==> config.mk <==
export PLATFORM = sky130hd
export DESIGN_NAME = usbdev_rx_phy
export DESIGN_NICKNAME = d
export VERILOG_FILES = /design/src/rtl/usbdev_rx_phy.sv
export SDC_FILE = /design/constraint.sdc
export NUM_CORES = 1
export LEC_CHECK = 0
export CELL_PAD_IN_SITES_DETAIL_PLACEMENT = 1
export CELL_PAD_IN_SITES_GLOBAL_PLACEMENT = 2
export CORE_ASPECT_RATIO = 1.75
export CORE_MARGIN = 2
export CORE_UTILIZATION = 42
export CTS_CLUSTER_DIAMETER = 200
export CTS_CLUSTER_SIZE = 40
export DETAILED_ROUTE_END_ITERATION = 6
export DONT_BUFFER_PORTS = 1
export PLACE_DENSITY = 0.92
export SYNTH_ARGS = -nofsm -noshare
export SYNTH_HDL_FRONTEND = slang
export SYNTH_SLANG_ARGS = --single-unit
export TNS_END_PERCENT = 1
==> constraint.sdc <==
create_clock -name clk_i -period 5.4 [get_ports clk_i]
set_clock_uncertainty 0.1 [all_clocks]
set_input_delay 0.54 -clock clk_i [delete_from_list [all_inputs] [get_ports clk_i]]
set_output_delay 0.54 -clock clk_i [all_outputs]
set_load 0.03 [all_outputs]
==> src/rtl/usbdev_rx_phy.sv <==
// usbdev_rx_phy: oversampling USB receive front end.
// Recovers bit timing from line transitions, detects SYNC, NRZI-decodes and
// unstuffs the bit stream, and delivers bytes LSB-first with active, valid,
// EOP and error strobes. Works at either bus speed and any oversample ratio
// of 3 or more.
// Optional feature: define USBDEV_RX_CRC16_EN to add the CRC16 check that
// drives rx_crc_ok_o. Without it rx_crc_ok_o is tied low.

module usbdev_rx_phy #(
    parameter int unsigned OVERSAMPLE     = 4,
    parameter int unsigned SYNC_MIN_ZEROS = 5,
    parameter bit          LOW_SPEED      = 1'b0
) (
    input  logic       clk_i,
    input  logic       rst_ni,
    input  logic       enable_i,
    input  logic       dp_i,
    input  logic       dn_i,
    output logic       rx_active_o,
    output logic       rx_valid_o,
    output logic [7:0] rx_data_o,
    output logic       rx_eop_o,
    output logic       rx_err_o,
    output logic [1:0] rx_err_code_o,
    output logic       rx_crc_ok_o
);

    if (OVERSAMPLE < 3) begin : gBadOversample
        $error("usbdev_rx_phy: OVERSAMPLE must be 3 or more");
    end
    if ((SYNC_MIN_ZEROS < 1) || (SYNC_MIN_ZEROS > 7)) begin : gBadSyncMinZeros
        $error("usbdev_rx_phy: SYNC_MIN_ZEROS must be in 1..7");
    end

    localparam int unsigned PW = (OVERSAMPLE < 3) ? 2 : $clog2(OVERSAMPLE);
    localparam logic [PW-1:0] SAMPLE_PHASE = PW'(OVERSAMPLE / 2);
    localparam logic [PW-1:0] LAST_PHASE   = PW'(OVERSAMPLE - 1);
    localparam logic [PW-1:0] PHASE_ONE    = PW'(1);
    localparam logic [2:0]    MIN_ZEROS    = 3'(SYNC_MIN_ZEROS);

    // Line states as {dp, dn}
    localparam logic [1:0] LINE_J   = LOW_SPEED ? 2'b01 : 2'b10;
    localparam logic [1:0] LINE_K   = LOW_SPEED ? 2'b10 : 2'b01;
    localparam logic [1:0] LINE_SE0 = 2'b00;
    localparam logic [1:0] LINE_SE1 = 2'b11;

    localparam logic [1:0] ERR_STUFF   = 2'b01;
    localparam logic [1:0] ERR_PARTIAL = 2'b10;
    localparam logic [1:0] ERR_SE1     = 2'b11;

    localparam logic [2:0] ST_IDLE  = 3'd0;
    localparam logic [2:0] ST_SYNC  = 3'd1;
    localparam logic [2:0] ST_DATA  = 3'd2;
    localparam logic [2:0] ST_EOP   = 3'd3;
    localparam logic [2:0] ST_ABORT = 3'd4;

    logic [1:0]    lineNow;
    logic [1:0]    line_q;
    logic [PW-1:0] phase_q, phase_d, phaseNow;
    logic          sampleNow;
    logic [1:0]    samp_q, samp_d;
    logic          bitNow;
    logic          isJ, isK, isSe0, isSe1;

    logic [2:0] state_q, state_d;
    logic [2:0] zeroCnt_q, zeroCnt_d;
    logic [2:0] onesCnt_q, onesCnt_d;
    logic [2:0] bitCnt_q, bitCnt_d;
    logic [7:0] shift_q, shift_d;
    logic       se0Seen_q, se0Seen_d;
    logic       active_q, active_d;
    logic       valid_q, valid_d;
    logic [7:0] data_q, data_d;
    logic       eop_q, eop_d;
    logic       err_q, err_d;
    logic [1:0] errCode_q, errCode_d;

`ifdef USBDEV_RX_CRC16_EN
    logic [15:0] crc_q, crc_d;
    logic [1:0]  byteCnt_q, byteCnt_d;
    logic        crcOk_q, crcOk_d;

    function automatic logic [15:0] crcStep(input logic [15:0] c, input logic b);
        crcStep = {c[14:0], 1'b0} ^ (((c[15] ^ b) == 1'b1) ? 16'h8005 : 16'h0000);
    endfunction
`endif

    assign lineNow = {dp_i, dn_i};
    assign isJ     = (lineNow == LINE_J);
    assign isK     = (lineNow == LINE_K);
    assign isSe0   = (lineNow == LINE_SE0);
    assign isSe1   = (lineNow == LINE_SE1);

    // Bit timing: a transition restarts the phase so the sample lands mid-bit
    always_comb begin
        phaseNow  = (lineNow != line_q) ? '0 : phase_q;
        sampleNow = (phaseNow == SAMPLE_PHASE);
        phase_d   = (phaseNow == LAST_PHASE) ? '0 : phaseNow + PHASE_ONE;
        samp_d    = sampleNow ? lineNow : samp_q;
        bitNow    = (lineNow == samp_q);
    end

    // Receive state machine: SYNC hunt, unstuffing, byte assembly, EOP and abort handling
    always_comb begin
        state_d   = state_q;
        zeroCnt_d = zeroCnt_q;
        onesCnt_d = onesCnt_q;
        bitCnt_d  = bitCnt_q;
        shift_d   = shift_q;
        se0Seen_d = se0Seen_q;
        active_d  = active_q;
        valid_d   = 1'b0;
        data_d    = data_q;
        eop_d     = 1'b0;
        err_d     = 1'b0;
        errCode_d = errCode_q;
`ifdef USBDEV_RX_CRC16_EN
        crc_d     = crc_q;
        byteCnt_d = byteCnt_q;
        crcOk_d   = crcOk_q;
`endif

        if (!enable_i) begin
            state_d   = ST_IDLE;
            active_d  = 1'b0;
            zeroCnt_d = 3'd0;
            onesCnt_d = 3'd0;
            bitCnt_d  = 3'd0;
            shift_d   = 8'h00;
            se0Seen_d = 1'b0;
        end else if (sampleNow) begin
            case (state_q)
                ST_IDLE: begin
                    if (isK) begin
                        state_d   = ST_SYNC;
                        zeroCnt_d = 3'd1;
                    end
                end

                ST_SYNC: begin
                    if (isSe1) begin
                        state_d   = ST_ABORT;
                        se0Seen_d = 1'b0;
                        active_d  = 1'b0;
                        err_d     = 1'b1;
                        errCode_d = ERR_SE1;
                    end else if (isSe0) begin
                        state_d = ST_IDLE;
                    end else if (bitNow) begin
                        if (zeroCnt_q >= MIN_ZEROS) begin
                            state_d   = ST_DATA;
                            active_d  = 1'b1;
                            onesCnt_d = 3'd0;
                            bitCnt_d  = 3'd0;
                            shift_d   = 8'h00;
`ifdef USBDEV_RX_CRC16_EN
                            crc_d     = 16'hFFFF;
                            byteCnt_d = 2'd0;
                            crcOk_d   = 1'b0;
`endif
                        end else begin
                            state_d = ST_IDLE;
                        end
                    end else if (zeroCnt_q != 3'd7) begin
                        zeroCnt_d = zeroCnt_q + 3'd1;
                    end
                end

                ST_DATA: begin
                    if (isSe1) begin
                        state_d   = ST_ABORT;
                        se0Seen_d = 1'b0;
                        active_d  = 1'b0;
                        err_d     = 1'b1;
                        errCode_d = ERR_SE1;
                    end else if (isSe0) begin
                        state_d = ST_EOP;
                    end else if (onesCnt_q == 3'd6) begin
                        if (bitNow) begin
                            state_d   = ST_ABORT;
                            se0Seen_d = 1'b0;
                            active_d  = 1'b0;
                            err_d     = 1'b1;
                            errCode_d = ERR_STUFF;
                        end else begin
                            onesCnt_d = 3'd0;
                        end
                    end else begin
                        shift_d   = {bitNow, shift_q[7:1]};
                        bitCnt_d  = bitCnt_q + 3'd1;
                        onesCnt_d = bitNow ? onesCnt_q + 3'd1 : 3'd0;
                        if (bitCnt_q == 3'd7) begin
                            valid_d = 1'b1;
                            data_d  = {bitNow, shift_q[7:1]};
                        end
`ifdef USBDEV_RX_CRC16_EN
                        if (byteCnt_q != 2'd0) begin
                            crc_d = crcStep(crc_q, bitNow);
                        end
                        if ((bitCnt_q == 3'd7) && (byteCnt_q != 2'd3)) begin
                            byteCnt_d = byteCnt_q + 2'd1;
                        end
`endif
                    end
                end

                ST_EOP: begin
                    if (isSe1) begin
                        state_d   = ST_ABORT;
                        se0Seen_d = 1'b0;
                        active_d  = 1'b0;
                        err_d     = 1'b1;
                        errCode_d = ERR_SE1;
                    end else if (isJ) begin
                        state_d  = ST_IDLE;
                        active_d = 1'b0;
                        eop_d    = 1'b1;
                        if (bitCnt_q != 3'd0) begin
                            err_d     = 1'b1;
                            errCode_d = ERR_PARTIAL;
                        end
`ifdef USBDEV_RX_CRC16_EN
                        crcOk_d = (crc_q == 16'h800D) && (byteCnt_q == 2'd3);
`endif
                    end
                end

                ST_ABORT: begin
                    if (isSe0) begin
                        se0Seen_d = 1'b1;
                    end else if (isJ && se0Seen_q) begin
                        state_d   = ST_IDLE;
                        se0Seen_d = 1'b0;
                    end
                end

                default: begin
                    state_d  = ST_IDLE;
                    active_d = 1'b0;
                end
            endcase
        end
    end

    // State and output registers; reset restores an idle J line
    always_ff @(posedge clk_i) begin
        if (!rst_ni) begin
            line_q    <= LINE_J;
            phase_q   <= '0;
            samp_q    <= LINE_J;
            state_q   <= ST_IDLE;
            zeroCnt_q <= 3'd0;
            onesCnt_q <= 3'd0;
            bitCnt_q  <= 3'd0;
            shift_q   <= 8'h00;
            se0Seen_q <= 1'b0;
            active_q  <= 1'b0;
            valid_q   <= 1'b0;
            data_q    <= 8'h00;
            eop_q     <= 1'b0;
            err_q     <= 1'b0;
            errCode_q <= 2'b00;
`ifdef USBDEV_RX_CRC16_EN
            crc_q     <= 16'hFFFF;
            byteCnt_q <= 2'd0;
            crcOk_q   <= 1'b0;
`endif
        end else begin
            line_q    <= lineNow;
            phase_q   <= phase_d;
            samp_q    <= samp_d;
            state_q   <= state_d;
            zeroCnt_q <= zeroCnt_d;
            onesCnt_q <= onesCnt_d;
            bitCnt_q  <= bitCnt_d;
            shift_q   <= shift_d;
            se0Seen_q <= se0Seen_d;
            active_q  <= active_d;
            valid_q   <= valid_d;
            data_q    <= data_d;
            eop_q     <= eop_d;
            err_q     <= err_d;
            errCode_q <= errCode_d;
`ifdef USBDEV_RX_CRC16_EN
            crc_q     <= crc_d;
            byteCnt_q <= byteCnt_d;
            crcOk_q   <= crcOk_d;
`endif
        end
    end

    assign rx_active_o   = active_q;
    assign rx_valid_o    = valid_q;
    assign rx_data_o     = data_q;
    assign rx_eop_o      = eop_q;
    assign rx_err_o      = err_q;
    assign rx_err_code_o = errCode_q;
`ifdef USBDEV_RX_CRC16_EN
    assign rx_crc_ok_o   = crcOk_q;
`else
    assign rx_crc_ok_o   = 1'b0;
`endif

endmodule

* Word-level counts from Yosys, hierarchy flattened
Cells that the tools add are included.
Operators by class: reductions and logical operators 23, order comparisons 1, equal/unequal tests 41, add/subtract/negate cells 4, mux-type cells 77, multiply operators 0, bitwise operators 9, shift operators 0, divide/modulo/power cells 0
Operator list (count):
- 2-to-1 mux 3 bit | 28
- 2-to-1 mux 8 bit | 7
- AND reduction 9 bit | 4
- inequality test 3 bit, second input constant | 11
- inequality test 2 bit, second input constant | 13
- 2-to-1 mux 1 bit | 23
- AND reduction 7 bit | 3
- 2-to-1 mux 2 bit | 10
- one-hot mux 3 bit (2 select lines) | 3
- one-hot mux 8 bit (2 select lines) | 1
- one-hot mux 3 bit (5 select lines) | 1
- inequality test 4 bit, second input constant | 3
- adder 3 x 1 -> 3 bit, second input constant | 3
- equality test 3 bit, second input constant | 3
- NOT 1 bit | 9
- nonzero test 3 bit | 3
- equality test 2 bit, second input constant | 4
- AND reduction 8 bit | 1
- OR reduction 7 bit | 1
- equality test 3 x 2 -> 1 bit, second input constant | 2
- one-hot mux 1 bit (3 select lines) | 2
- one-hot mux 2 bit (3 select lines) | 1
- OR reduction 2 bit | 3
- OR reduction 5 bit | 1
- 14 further kinds | 15
Storage, ports and cells: memories kept 0, bits in latches 0, output and inout port bits 15, RAM bits 0, bits of input ports 5, ROM bits 0, flip-flop bits (word level) 41, word-level logic and storage cells 170

* Longest topological paths before layout
Gate-level depths: netlist (run 1).
word-level depth 6, mapped depth 12, mapped depth without buffers 10

* Worst setup path after synthesis (run 1)
No wires, ideal clock.
path kind input-to-reg, start point in dp_i, end point reg data_q[0], in the netlist rx_data_o[0], buffers on the path 3, setup time 0.116 ns, setup slack 2.683 ns, arrival time 2.501 ns, cell stages on the path 12, path through buf_2 -> xor2_1 -> nor2_1 -> and2_1 -> inv_1 -> ha_1 -> buf_2 -> or3b_1 -> or3_1 -> buf_2 -> mux2i_1 -> nor2b_1
Between the ends: longest elaborated chain between the ends 4, elaborated cells between the ends (all ways) 8, those cells by class 3 x eq/ne; 1 x mux; 2 x bitwise; 2 x reduce/logical
RTL lines:
- start, declared | RTL line 17 | input logic dp_i,
- inequality test 2 bit | RTL line 96 | phaseNow = (lineNow != line_q) ? '0 : phase_q;
- 2-to-1 mux 2 bit | RTL line 96
- equality test 2 bit | RTL line 97 | sampleNow = (phaseNow == SAMPLE_PHASE);
- AND reduction 7 bit (no source line) (*)
- end signal, assigned | RTL line 280 | data_q <= data_d;
- end, declared | RTL line 73 | logic [7:0] data_q, data_d;
Every way passes the cells marked *; elsewhere a longest branch is shown, timed or not. A chain may end at the register's enable or synchronous reset.

* Final worst setup path (run 1)
start point reg line_q[0], end point reg onesCnt_q[0]
Between the ends: longest elaborated chain between the ends 4
RTL lines:
- start, declared | RTL line 58 | logic [1:0] line_q;
- start signal, assigned | RTL line 269 | line_q <= lineNow;
- inequality test 2 bit | RTL line 96
- 2-to-1 mux 2 bit | RTL line 96
- equality test 2 bit | RTL line 97
- AND reduction 9 bit (no source line)
- end signal, assigned | RTL line 274 | onesCnt_q <= onesCnt_d;
- end, declared | RTL line 67 | logic [2:0] onesCnt_q, onesCnt_d;
No other way between the ends.

==> results of run 1 <==
-- placed cells by master, fill, tap and decap left out, types with 3 or more instances in the layout --
| cell type | synthesis | layout |
|---|---|---|
| xor2_1 | 4 | 4 |
| nand2b_1 | 3 | 3 |
| nand3_1 | 18 | 18 |
| o22ai_1 | 3 | 3 |
| and2_1 | 6 | 6 |
| dfxtp_1 | 40 | 40 |
| clkbuf_8 | 0 | 5 |
| o21ai_1 | 14 | 14 |
| nor2b_1 | 12 | 12 |
| xnor2_1 | 3 | 3 |
| a21oi_1 | 7 | 7 |
| inv_1 | 12 | 12 |
| ha_1 | 15 | 15 |
| mux2i_1 | 13 | 13 |
| o21ai_0 | 4 | 4 |
| nor2_1 | 10 | 10 |
| nor3_1 | 4 | 4 |
| nand2_1 | 25 | 25 |
-- power by group through the flow --
| stage | Clock, mW | Combinational (mW) | Sequential, mW |
|---|---|---|---|
| 3_5_place_dp | 0 | 0.0291 | 0.304 |
| 3_3_place_gp | 0 | 0.0290 | 0.304 |
| 5_1_grt | 0.219 | 0.0319 | 0.298 |
| 2_1_floorplan | 0 | 0.0251 | 0.304 |
| 4_1_cts | 0.209 | 0.0292 | 0.298 |
| 6_report | 0.202 | 0.0293 | 0.297 |
-- cell usage after synthesis (6+ instances only) --
cell type  instances
nor2_1            10
dfxtp_1           40
a21oi_1            7
ha_1              15
nand3_1           18
mux2i_1           13
nand2_1           25
inv_1             12
o21ai_1           14
buf_2             10
and2_1             6
nor2b_1           12
-- layer usage --
layer | share of wire | global-route usage | wire length [um]
met1 | 0.38 | 0.213 | 2100
met2 | 0.54 | 0.367 | 2950
met3 | 0.033 | 0.0387 | 180
met4 | 0.047 | 0.122 | 255
met5 | 0 | 0 | 0
-- through the flow --
stage	hold slack, ns	worst slack, ns
2_1_floorplan	0.328	2.68
3_3_place_gp	0.354	2.20
3_5_place_dp	0.367	2.12
4_1_cts	0.202	2.31
5_1_grt	0.209	1.99
6_report	0.209	2.30
-- registers in the layout, indices dropped and copies added, names as in the netlist --
signal	flops
rx_data_o	8
shift_q	7
bitCnt_q	3
onesCnt_q	3
state_q	3
zeroCnt_q	3
line_q	2
phase_q	2
rx_err_code_o	2
samp_q	2
rx_active_o	1
rx_eop_o	1
rx_err_o	1
rx_valid_o	1
se0Seen_q	1
-- logic make-up (layout without fill, tap and decap cells) --
logic type                 after synthesis  after routing  share of synthesized area
xor gates and xnor gates                 7              7                     0.0278
adders and majority gates               15             15                     0.0850
other                                    1              1                    0.00170
buffers and inverters                   30             21                     0.0634
AOI/OAI and AO/OA                       50             50                      0.170
DFF                                     40             40                      0.363
and+or+nand+nor                         95             95                      0.231
muxes                                   13             13                     0.0589
-- final cells by class --
cell class / instances / area share
clock buffers: 5 / 0.0302
multi-input cells: 181 / 0.558
flip-flops and latches: 40 / 0.351
well taps: 55 / 0.0302
inverters: 13 / 0.0214
clock inverters: 3 / 0.00824
-- worst max-delay path by stage --
stage,start,endpoint,slack (ns),cells after the start
after CTS,line_q[0]$_SDFF_PN0_,onesCnt_q[0]$_SDFFE_PN0P_,2.31,9
after global routing,line_q[0]$_SDFF_PN0_,onesCnt_q[0]$_SDFFE_PN0P_,1.99,9
after global placement,dp_i,onesCnt_q[0]$_SDFFE_PN0P_,2.20,9
after floorplan,dp_i,rx_data_o[0]$_SDFFE_PN0P_,2.68,12
after detailed placement,dp_i,onesCnt_q[0]$_SDFFE_PN0P_,2.12,9
final,line_q[0]$_SDFF_PN0_,onesCnt_q[0]$_SDFFE_PN0P_,2.30,9
==> flow_summary.json, run 1 <==
{
  "layout-drive-gt1-share": 0.0661,
  "root_buffer": "clkbuf_8",
  "antenna_found_initial": 0,
  "rsz0062_at_grt": "false",
  "synth-seq-cells": 40,
  "portBuffers": 0,
  "area_growth_pct": 3.17,
  "fin_setup_tns_ns": 0,
  "r2r_end": "onesCnt_q[0]$_SDFFE_PN0P_",
  "cp_top_family": "compound AO/OA/AOI/OAI gates",
  "cts_tree": "yes",
  "hold_buffers": 0,
  "drtIter0Drc": 76,
  "worst_hold_path_type": "in2reg",
  "leakage_nw": 0.856,
  "htree_num_levels": 2,
  "dpl.cell_count": 289,
  "clock-sinks": 40,
  "slew_headroom": 0.258,
  "switching_share": 0.251,
  "stdcell_count": 297,
  "die_w_um": 58.8,
  "r2r-start": "line_q[0]$_SDFF_PN0_",
  "p_seq_frac": 0.563,
  "synth.avg_cell_area_um2": 8.80,
  "cp_max_fo": 20,
  "hp-start": "rst_ni",
  "ios": 20,
  "antenna_cells": 0,
  "min_path_cells": 1,
  "total_power_mw": 0.529,
  "cts_buffer_depth": 2,
  "hold_violations": 0,
  "die_h_um": 99.9,
  "cp_slowest_cell": "a211oi_2",
  "placed_area_um2": 2190,
  "setup_viol": 0,
  "pwr-share-clk": 0.382,
  "via_per_inst": 5.97,
  "p_sw_mw": 0.133,
  "power_density_nw_per_um2": 232,
  "cp.buffers_inverters": 1,
  "power_frac_comb": 0.055,
  "insertion_delay_ns": 0.30,
  "ys_top_cells_by_area": "dfxtp_1, ha_1, mux2i_1",
  "gp_congestion": 0.853,
  "syn-cell-area_um2": 2210,
  "clk_pin_slew_ns": 0.08,
  "maxCapViolations": 0,
  "fin_crit_sh": 0.574,
  "wl_per_cell_um": 18.4,
  "synth_top_area_frac": 0.363,
  "start_util": 0.427,
  "crit_type": "reg2reg",
  "r2r_cells": 9,
  "rrSetupSlack_ns": 2.30,
  "cpPeakStageDelay_ns": 0.93,
  "drc_errors": 0,
  "synth_nets": 271,
  "detail_route.first_pass.iterations": 4,
  "postSynthCellCount": 251,
  "fin_util": 0.441,
  "fmax_ghz": 0.322,
  "synthArstFlopShare": 0,
  "synth_edf_count": 0,
  "synth_ff_type": "dfxtp_1",
  "peakVddDrop_mv": 0.166,
  "slew_violations": 0,
  "ys_types": 50,
  "period_needed_ns": 3.10,
  "post_cts_buffers": 0,
  "grt_max_degree": 21,
  "required_ns": 5.53,
  "n_fill_cell": 620,
  "gr-total-overflow": 0,
  "dieArea_um2": 5880,
  "start_kind": "flop",
  "nets": 261,
  "status": "finished, final reports clean",
  "rows": 35,
  "cp-end-kind": "flop",
  "synth_top_area_cell": "dfxtp_1",
  "grt_pass1_vias": 1930,
  "cp.arrival_ns": 3.24,
  "path_cells": "xor2_1 -> nor2_1 -> and2_1 -> inv_1 -> ha_1 -> or3b_1 -> a211oi_2 -> nand3_1 -> o21ai_1",
  "p_int_mw": 0.396,
  "grt_pass1_wl_um": 9240,
  "core_region_area_um2": 5170,
  "tightestPinTransition_ns": 1.11,
  "ant_nets": 0,
  "vias": 1772,
  "grtUsageTotal": 0.205,
  "regArea_um2": 801,
  "ys_seq_area_frac": 0.363,
  "place_hpwl_um": 4160,
  "cts_resized": 0,
  "min_to": "samp_q[1]$_SDFFE_PN1N_",
  "yosysWarnings": 0,
  "totalWireLength_um": 5480,
  "cts-buffers-inserted": 5,
  "final_cell_area_um2": 2280,
  "multiInputGateArea_um2": 1270
}
Power figures use the tool's default switching activity.
==> run 2: changes to the inputs <==
- CORE_UTILIZATION: 42 -> 39
- PLACE_DENSITY: 0.92 -> 0.87
- clock period: 5.4 -> 3 ns (I/O delays scaled with it)
==> flow_summary.json, run 2 (synthesis gave the netlist of run 1 again) <==
{
  "nets": 266,
  "drc_errors": 0,
  "root_buffer": "clkbuf_8",
  "cts-buffers-inserted": 5,
  "cp.arrival_ns": 2.48,
  "fin_util": 0.428,
  "cts_buffer_depth": 2,
  "rsz0062_at_grt": "false",
  "n_fill_cell": 667,
  "hold_violations": 0,
  "wl_per_cell_um": 17.3,
  "grt_pass1_vias": 1948,
  "rows": 36,
  "detail_route.first_pass.iterations": 4,
  "stdcell_count": 323,
  "placed_area_um2": 2250,
  "largest_register_ffs": 8,
  "drtIter0Drc": 35,
  "die_h_um": 104,
  "core_region_area_um2": 5540,
  "final_cell_area_um2": 2370,
  "cp-end-kind": "flop",
  "dpl.cell_count": 314,
  "grt_pass1_wl_um": 9520,
  "insertion_delay_ns": 0.30,
  "required_ns": 3.09,
  "area_growth_pct": 7.25,
  "ant_nets": 0,
  "htree_num_levels": 2,
  "cp_top_family": "simple AND/OR/NAND/NOR gates",
  "grtUsageTotal": 0.198,
  "portBuffers": 0,
  "cp_max_fo": 8,
  "via_per_inst": 5.50,
  "cts_tree": "yes",
  "worst_slack_ns": 0.609,
  "clk_pin_slew_ns": 0.08,
  "power_density_nw_per_um2": 440,
  "totalWireLength_um": 5600,
  "fin_setup_tns_ns": 0,
  "die_w_um": 60.9,
  "gp_congestion": 0.828,
  "path_cells": "xor2_1 -> nor2_1 -> and2_1 -> inv_1 -> ha_1 -> or3b_1 -> or3_1 -> mux2i_1 -> nor2b_1",
  "cpPeakStageDelay_ns": 0.56,
  "crit_type": "reg2reg",
  "clock-sinks": 40,
  "maxCapViolations": 0,
  "vias": 1778,
  "post_cts_buffers": 0,
  "tightestPinTransition_ns": 0.797,
  "hold_ws_ns": 0.0230,
  "start_kind": "flop",
  "cts_resized": 0,
  "slew_violations": 0,
  "grt_max_degree": 21,
  "dieArea_um2": 6300,
  "pre_cts_ws_ns": 0.597,
  "total_power_mw": 1.04,
  "layout_common_cells": "dfxtp_1, nand2_1, nand3_1, ha_1, o21ai_1",
  "gr-total-overflow": 0,
  "final_common_cell": "dfxtp_1",
  "cp_slowest_cell": "or3_1",
  "period_needed_ns": 2.39,
  "antenna_found_initial": 0,
  "fin_crit_sh": 0.797,
  "slew_headroom": 0.462,
  "peakVddDrop_mv": 0.337,
  "start_util": 0.399,
  "place_hpwl_um": 4270,
  "fmax_ghz": 0.418,
  "setup_viol": 0,
  "ios": 20,
  "leakage_nw": 0.888,
  "cp.buffers_inverters": 1,
  "antenna_cells": 0,
  "status": "finished, final reports clean",
  "layout-drive-gt1-share": 0.0810,
  "worst_hold_path_type": "in2reg"
}
[run 2: worst paths after layout]
path	from	end	slack, ns	depth (start not counted)
min reg2reg	bitCnt_q[2]$_SDFFE_PN0P_	bitCnt_q[2]$_SDFFE_PN0P_	0.37	2
max reg2reg	line_q[1]$_SDFF_PN1_	rx_data_o[2]$_SDFFE_PN0P_	0.61	9
max	line_q[1]$_SDFF_PN1_	rx_data_o[2]$_SDFFE_PN0P_	0.61	9
min	dn_i	line_q[0]$_SDFF_PN0_	0.02	1
[run 2: report_power, final]
group	leakage [nW]	switching, mW	internal [mW]
clock	0.0541	0.206	0.246
sequential	0.323	0.00149	0.534
combinational	0.511	0.0364	0.0174
[run 2: metal layers]
layer | up-vias | routed length (um) | global-route usage
met4 | 0 | 187 | 0.0916
met3 | 16 | 162 | 0.0412
met5 | - | 0 | 0
li1 | 871 | - | -
met1 | 859 | 2070 | 0.203
met2 | 32 | 3180 | 0.359
[run 2: worst reg2reg max path, delay by kind of cell (launching register included)]
kind | cells | cell delay (ns)
buffers and inverters | 1 | 0.06
xor gates and xnor gates | 1 | 0.14
adders and majority gates | 1 | 0.16
muxes | 1 | 0.22
DFF | 1 | 0.33
and+or+nand+nor | 5 | 1.28
[run 2: layout make-up]
cell class                      count  area (um2)  area share
Clock inverter                      3        42.5      0.0180
Tap cell                           76        95.1      0.0401
Inverter                           13        48.8      0.0206
Sequential cell                    40         801       0.338
Timing Repair Buffer                5        40.0      0.0169
Clock buffer                        5        68.8      0.0291
Multi-Input combinational cell    181        1270       0.537
[run 2: repair_timing]
action | CTS | global route
endpoints found under the setup margin | 0 | 0
endpoints found under the hold margin | 2 | 0
hold buffers | 1 | 0
